==> src/rtl/seq_mult_ctrl.sv <==
// ---------------------------------------------------------------------------
// seq_mult_ctrl
//   Sequencing controller for a WIDTH x WIDTH unsigned shift-and-add multiply.
//   One WIDTH-bit ripple-carry adder (carry-in tied 0, carry-out kept) is
//   reused for WIDTH iterations. Operands enter and the product leaves
//   through valid/ready handshakes.
//
// Ports
//   clk           in   1        rising-edge clock
//   reset_n       in   1        asynchronous active-low reset
//   in_valid      in   1        operand pair valid
//   in_ready      out  1        operands accepted (high only in IDLE)
//   multiplicand  in   WIDTH    unsigned operand M
//   multiplier    in   WIDTH    unsigned operand Q
//   out_valid     out  1        product valid (high only in DONE)
//   out_ready     in   1        consumer accepts product
//   product       out  2*WIDTH  unsigned M*Q, held until the next product
//   busy          out  1        high while iterating (RUN)
// ---------------------------------------------------------------------------
module seq_mult_ctrl #(
    parameter int WIDTH = 4,
    parameter int CNT_W = 2
) (
    input  logic               clk,
    input  logic               reset_n,
    input  logic               in_valid,
    output logic               in_ready,
    input  logic [WIDTH-1:0]   multiplicand,
    input  logic [WIDTH-1:0]   multiplier,
    output logic               out_valid,
    input  logic               out_ready,
    output logic [2*WIDTH-1:0] product,
    output logic               busy
);

    typedef enum logic [1:0] {
        IDLE,
        RUN,
        DONE
    } state_e;

    state_e state_q, state_d;

    logic [WIDTH-1:0]   m_q, m_d;
    logic [WIDTH-1:0]   a_q, a_d;
    logic [WIDTH-1:0]   q_q, q_d;
    logic               c_q, c_d;
    logic [CNT_W-1:0]   cnt_q, cnt_d;
    logic [2*WIDTH-1:0] product_q, product_d;

    logic [WIDTH-1:0]   add_s;
    logic               add_co;
    logic               last_iter;

    assign last_iter = (cnt_q == CNT_W'(WIDTH - 1));

    // Shared ripple-carry adder: a = A, b = M, carry-in tied low.
    always_comb begin : adder
        logic carry;
        carry = 1'b0;
        add_s = '0;
        for (int unsigned i = 0; i < WIDTH; i++) begin
            add_s[i] = a_q[i] ^ m_q[i] ^ carry;
            carry    = (a_q[i] & m_q[i]) | (carry & (a_q[i] ^ m_q[i]));
        end
        add_co = carry;
    end

    // State register
    always_ff @(posedge clk or negedge reset_n) begin
        if (!reset_n) begin
            state_q <= IDLE;
        end else begin
            state_q <= state_d;
        end
    end

    // Next-state logic
    always_comb begin
        state_d = state_q;
        case (state_q)
            IDLE:    if (in_valid) state_d = RUN;
            RUN:     if (last_iter) state_d = DONE;
            DONE:    if (out_ready) state_d = IDLE;
            default: state_d = IDLE;
        endcase
    end

    // Output logic
    always_comb begin
        in_ready  = (state_q == IDLE);
        busy      = (state_q == RUN);
        out_valid = (state_q == DONE);
        product   = product_q;
    end

    // Datapath next values
    always_comb begin
        m_d       = m_q;
        a_d       = a_q;
        q_d       = q_q;
        c_d       = c_q;
        cnt_d     = cnt_q;
        product_d = product_q;
        case (state_q)
            IDLE: begin
                if (in_valid) begin
                    m_d   = multiplicand;
                    q_d   = multiplier;
                    a_d   = '0;
                    c_d   = 1'b0;
                    cnt_d = '0;
                end
            end
            RUN: begin
                // {C,A,Q} shifted right by one; on an add step the adder
                // carry-out becomes the new A MSB so no product bit is lost.
                // C is always refilled with 0.
                if (q_q[0]) begin
                    a_d = {add_co, add_s[WIDTH-1:1]};
                    q_d = {add_s[0], q_q[WIDTH-1:1]};
                end else begin
                    a_d = {c_q, a_q[WIDTH-1:1]};
                    q_d = {a_q[0], q_q[WIDTH-1:1]};
                end
                c_d   = 1'b0;
                cnt_d = cnt_q + CNT_W'(1);
                if (last_iter) begin
                    cnt_d     = '0;
                    product_d = {a_d, q_d};
                end
            end
            default: ;
        endcase
    end

    // Datapath registers
    always_ff @(posedge clk or negedge reset_n) begin
        if (!reset_n) begin
            m_q       <= '0;
            a_q       <= '0;
            q_q       <= '0;
            c_q       <= 1'b0;
            cnt_q     <= '0;
            product_q <= '0;
        end else begin
            m_q       <= m_d;
            a_q       <= a_d;
            q_q       <= q_d;
            c_q       <= c_d;
            cnt_q     <= cnt_d;
            product_q <= product_d;
        end
    end

endmodule

==> config.mk <==
export PLATFORM = sky130hd
export DESIGN_NAME = seq_mult_ctrl
export DESIGN_NICKNAME = d
export VERILOG_FILES = /design/src/rtl/seq_mult_ctrl.sv
export SDC_FILE = /design/constraint.sdc
export NUM_CORES = 1
export LEC_CHECK = 0
export ABC_AREA = 1
export CORE_ASPECT_RATIO = 1.2
export CORE_UTILIZATION = 54
export CTS_CLUSTER_DIAMETER = 30
export CTS_CLUSTER_SIZE = 25
export DETAILED_ROUTE_END_ITERATION = 6
export MAX_ROUTING_LAYER = met4
export PLACE_DENSITY = 0.83
export SYNTH_ARGS = -nofsm -noshare
export SYNTH_HDL_FRONTEND = slang
export SYNTH_SLANG_ARGS = --single-unit
==> constraint.sdc <==
create_clock -name clk -period 4.82 [get_ports clk]
set_clock_uncertainty 0.05 [all_clocks]
set_input_delay 0.964 -clock clk [delete_from_list [all_inputs] [get_ports clk]]
set_output_delay 0.964 -clock clk [all_outputs]
set_load 0.005 [all_outputs]
## After elaboration in Yosys (flattened, before gate mapping)

Cells that the tools add are included.

| cells by class | value |
|---|---|
| add/sub/neg operators | 1 |
| equal/unequal tests | 6 |
| multiplexer cells | 15 |
| bitwise operators | 17 |
| reductions and logical operators | 6 |

Operators by type and width:

| operator | count |
|---|---|
| two-way mux 4 bit | 4 |
| one-hot mux 4 bit (2 select lines) | 2 |
| two-way mux 2 bit | 5 |
| AND 1 bit | 7 |
| bitwise XOR 1 bit | 7 |
| one-hot mux 2 bit (3 select lines) | 1 |
| AND reduction 2 bit | 3 |
| equality test 2 bit (second input constant) | 2 |
| != test 2 x 1 -> 1 bit (second input constant) | 2 |
| one-hot mux 2 bit (2 select lines) | 1 |
| bitwise OR 1 bit | 3 |
| AND reduction 3 bit | 1 |
| adder 2 x 1 -> 2 bit (second input constant) | 1 |
| equality test 2 x 1 -> 1 bit (second input constant) | 1 |
| zero test 2 bit | 1 |
| != test 2 bit (second input constant) | 1 |
| one-hot mux 1 bit (2 select lines) | 1 |
| nonzero test 2 bit | 1 |
| two-way mux 1 bit | 1 |

| word-level totals | value |
|---|---|
| flip-flop bits (word level) | 25 |
| input bits | 12 |
| word-level logic and storage cells | 52 |

## Depth between registers and ports, before layout

| logic depth | value |
|---|---|
| word-level depth | 9 |
| depth in mapped cells | 10 |
| mapped depth without buffers | 10 |

## Worst setup path before layout

Ideal clock, no wire load.

| timing path | value |
|---|---|
| path kind | reg2reg |
| from | register a_q[0] |
| to | register product_q[6], in the netlist product[6] |
| arrival time | 1.912 ns |
| required time | 4.654 ns |
| setup slack | 2.742 ns |
| cell stages (with the launch flop) | 11 |
| path through | dfrtp_1 ha_1 inv_1 fa_1 fa_1 inv_1 fa_1 nand2_1 nand2_1 nand2_1 nand2_1 |

| on the way | value |
|---|---|
| word-level cells in the longest chain between the ends | 7 |

Ends and longest elaborated chain:

| what | line | text |
|---|---|---|
| start: declaration | 45 | `logic [WIDTH-1:0] a_q, a_d;` |
| start signal: assignment | 141 | `a_q <= '0;` |
| start signal: assignment | 148 | `a_q <= a_d;` |
| AND 1 bit (2 in series) | 64 | `carry = (a_q[i] & m_q[i]) \| (carry & (a_q[i] ^ m_q[i]));` |
| bitwise OR 1 bit | 64 |  |
| AND 1 bit | 64 |  |
| bitwise OR 1 bit | 64 |  |
| bitwise XOR 1 bit | 63 | `add_s[i] = a_q[i] ^ m_q[i] ^ carry;` |
| two-way mux 4 bit | 119 | `if (q_q[0]) begin` |
| end signal: assignment | 152 | `product_q <= product_d;` |
| end: declaration | 49 | `logic [2*WIDTH-1:0] product_q, product_d;` |

Every way passes these cells.
A chain may end at the register's enable or synchronous reset.

## Final worst setup path

| timing path | value |
|---|---|
| from | register state_q[0] |
| to | output busy |

| on the way | value |
|---|---|
| word-level cells in the longest chain between the ends | 1 |

Ends and longest elaborated chain:

| what | line | text |
|---|---|---|
| start: declaration | 42 | `state_e state_q, state_d;` |
| start signal: assignment | 74 | `state_q <= state_d;` |
| equality test 2 x 1 -> 1 bit | 92 | `busy = (state_q == RUN);` |
| end: declaration | 33 | `output logic busy` |

Every way passes these cells.

==> flow_summary.yaml <==
min_path:
  hold_class: "register to register"
  hp-start: "m_q[2]$_DFFE_PN0P_"
finish:
  final_area_um2: 1430
  nNetsFinal: 175
  area_growth_pct: 22.2
  num_antenna_cells: 0
  instances_no_fill: 187
  multiInputGateArea_um2: 492
  num-fill-cells: 167
  seqCellArea_um2: 601
  drive_gt1_frac: 0.0955
critical_path:
  reg2reg_depth: 10
  timing.rr.start: "a_q[0]$_DFFE_PN0P_"
  cp-start-kind: "register"
  cp-startpoint: "state_q[0]$_DFFE_PN0P_"
  crit_fanout: 9
  cp.required_ns: 3.81
  crit_end: "busy"
  worstReg2RegEnd: "a_q[2]$_DFFE_PN0P_"
  cp-end-kind: "primary output"
  worstSetupPathType: "register to primary output"
  crit_arrival_ns: 1.68
  ff2ff_setup_slack_ns: 2.61
power_and_ir_drop:
  power_leakage_nw: 0.712
  fin_total_pwr_w: 0.000843
  irDropWorstVdd_uv: 400
  powerDensity_nw_per_um2: 589
placed_design:
  gp_congestion: 0.802
  placed_area_um2: 1390
  place_ws_ns: 2.47
  io_buffers: 22
  dp_cells: 183
  dp_hpwl_um: 1550
clock_tree:
  cts-root-buf: "clkbuf_4"
  ctsHoldBuffers: 0
  cts.clk_slew.worst_paths_ns: 0.13
  cts.sinks: 24
  htreeDepth: 1
  cts.repair.resized: 0
  cts_buffer_depth: 2
  tritoncts: "built"
  post_cts_buffers: 0
  clkLatencyLatePin_ns: 0.31
  cts_buffers: 3
floorplan:
  design.core.area_um2: 2050
  die_area_um2: 2360
  ios: 23
  die_w_um: 44.5
  initial_utilization: 0.571
  rows: 18
  fp.dieH_um: 53.0
drt:
  drtIter0Drc: 29
  drt.antenna.violating_nets: 0
  routed-via-count: 924
  totalWireLength_um: 2010
  wl_per_cell_um: 10.7
  first_pass_iters: 4
  routed_via_density: 4.94
  route.detailed.drc: 0
synthesis:
  syn-num-nets: 152
  syn_area_per_cell_um2: 8.67
  yosysSeqAreaShare: 0.513
  ys.warnings.count: 0
  netlist_area_um2: 1170
  ys_seq_elements: 24
  syn_inst: 135
  synth_cell_types: 19
timing:
  setup_viol: 0
  fin_setup_tns_ns: 0
  finalWorstSetupSlack_ns: 2.12
  fmax_mhz: 371
  worst_slew_pin_slew_ns: 1.03
  relSlewSlack: 0.309
  maxSlewViolCount: 0
  finalCritPeriodShare: 0.560
  min_period_ns: 2.70
  rsz0062_at_grt: "no"
  hold_viol_final: 0
job:
  drv_cap: 0
grt:
  grt_overflow_total: 0
  grt_pass1_wl_um: 3560
  grt_max_degree: 25
  antenna_found_initial: 0
  grt_pass1_vias: 847
  track_usage: 0.215
run_status:
  outcome: "finished, final reports clean"
==> worst max-delay path, cell delays in order (launching register included) <==
cell and delay, ns:
dfrtp_1 0.62, inv_4 0.05, nor2_4 0.16, clkdlybuf4s50_1 0.54
==> worst min-delay path by stage <==
stage	end	slack, ns	cells past startpoint
floorplan	m_q[1]$_DFFE_PN0P_	0.39	2
global placement	product[3]$_DFFE_PN0P_	0.40	2
detailed placement	m_q[2]$_DFFE_PN0P_	0.41	2
CTS	m_q[2]$_DFFE_PN0P_	0.44	2
global route	cnt_q[1]$_DFFE_PN0P_	0.46	2
finish	m_q[2]$_DFFE_PN0P_	0.44	2
==> metal layers <==
metal | global-route usage | up-vias | wire [um]
li1 | - | 462 | -
met1 | 0.277 | 425 | 910
met2 | 0.346 | 29 | 990
met3 | 0.0307 | 8 | 77
met4 | 0.0758 | 0 | 31
met5 | - | - | 0
==> layout by cell type (no fill, tap or decap) <==
master           instances
clkbuf_4                 3
clkbuf_8                 1
clkdlybuf4s50_1         22
dfrtp_1                 24
fa_1                     3
ha_1                     2
inv_1                    9
inv_2                    1
inv_4                    1
nand2_1                 65
nand2_2                  2
nand3_1                  9
nor2_1                   1
nor2_2                   1
nor2_4                   2
o21ai_0                  5
o21ai_1                  1
o21ai_2                  4
o31ai_1                  1
==> metrics by stage <==
step,hold WS (ns),util
2_1_floorplan,0.392,-
3_3_place_gp,0.405,0.680
3_5_place_dp,0.410,0.680
4_1_cts,0.441,0.698
5_1_grt,0.461,0.698
6_report,0.439,0.698
==> sequential cells by signal, summed over array words and instances, names as in the netlist <==
signal / count
m_q: 4
q_q: 4
product: 8
state_q: 2
cnt_q: 2
a_q: 4
==> synth_stat cells (all sizes together) <==
library cell  number  area, um2
o31ai              1       7.51
buf                3       30.0
fa                 3       60.1
nand2             67        256
nand3              9       45.0
nor2               4       32.5
clkbuf             1       3.75
ha                 2       25.0
inv               11       43.8
o21ai             10       65.1
dfrtp             24        601
==> power breakdown <==
group	internal, W	switching (W)	leakage [nW]
Clock	0.0000461	0.0000590	0.0210
Sequential	0.000285	0.0000739	0.308
Combinational	0.000175	0.000204	0.383
==> cells by family after synthesis <==
group                    after synthesis  synth area share
AO/OA/AOI/OAI                         11            0.0620
flip-flops                            24             0.513
AND/OR/NAND/NOR                       80             0.286
adder cells (fa/ha/maj)                5            0.0727
buffers and inverters                 15            0.0663
==> cell type report <==
| type | instances | share of cell area |
|---|---|---|
| inverters | 11 | 0.0306 |
| repair buffers | 22 | 0.154 |
| well taps | 30 | 0.0262 |
| multi-input cells | 96 | 0.344 |
| clock buffers | 4 | 0.0254 |
| flip-flops and latches | 24 | 0.420 |
Power figures use the tool's default switching activity.
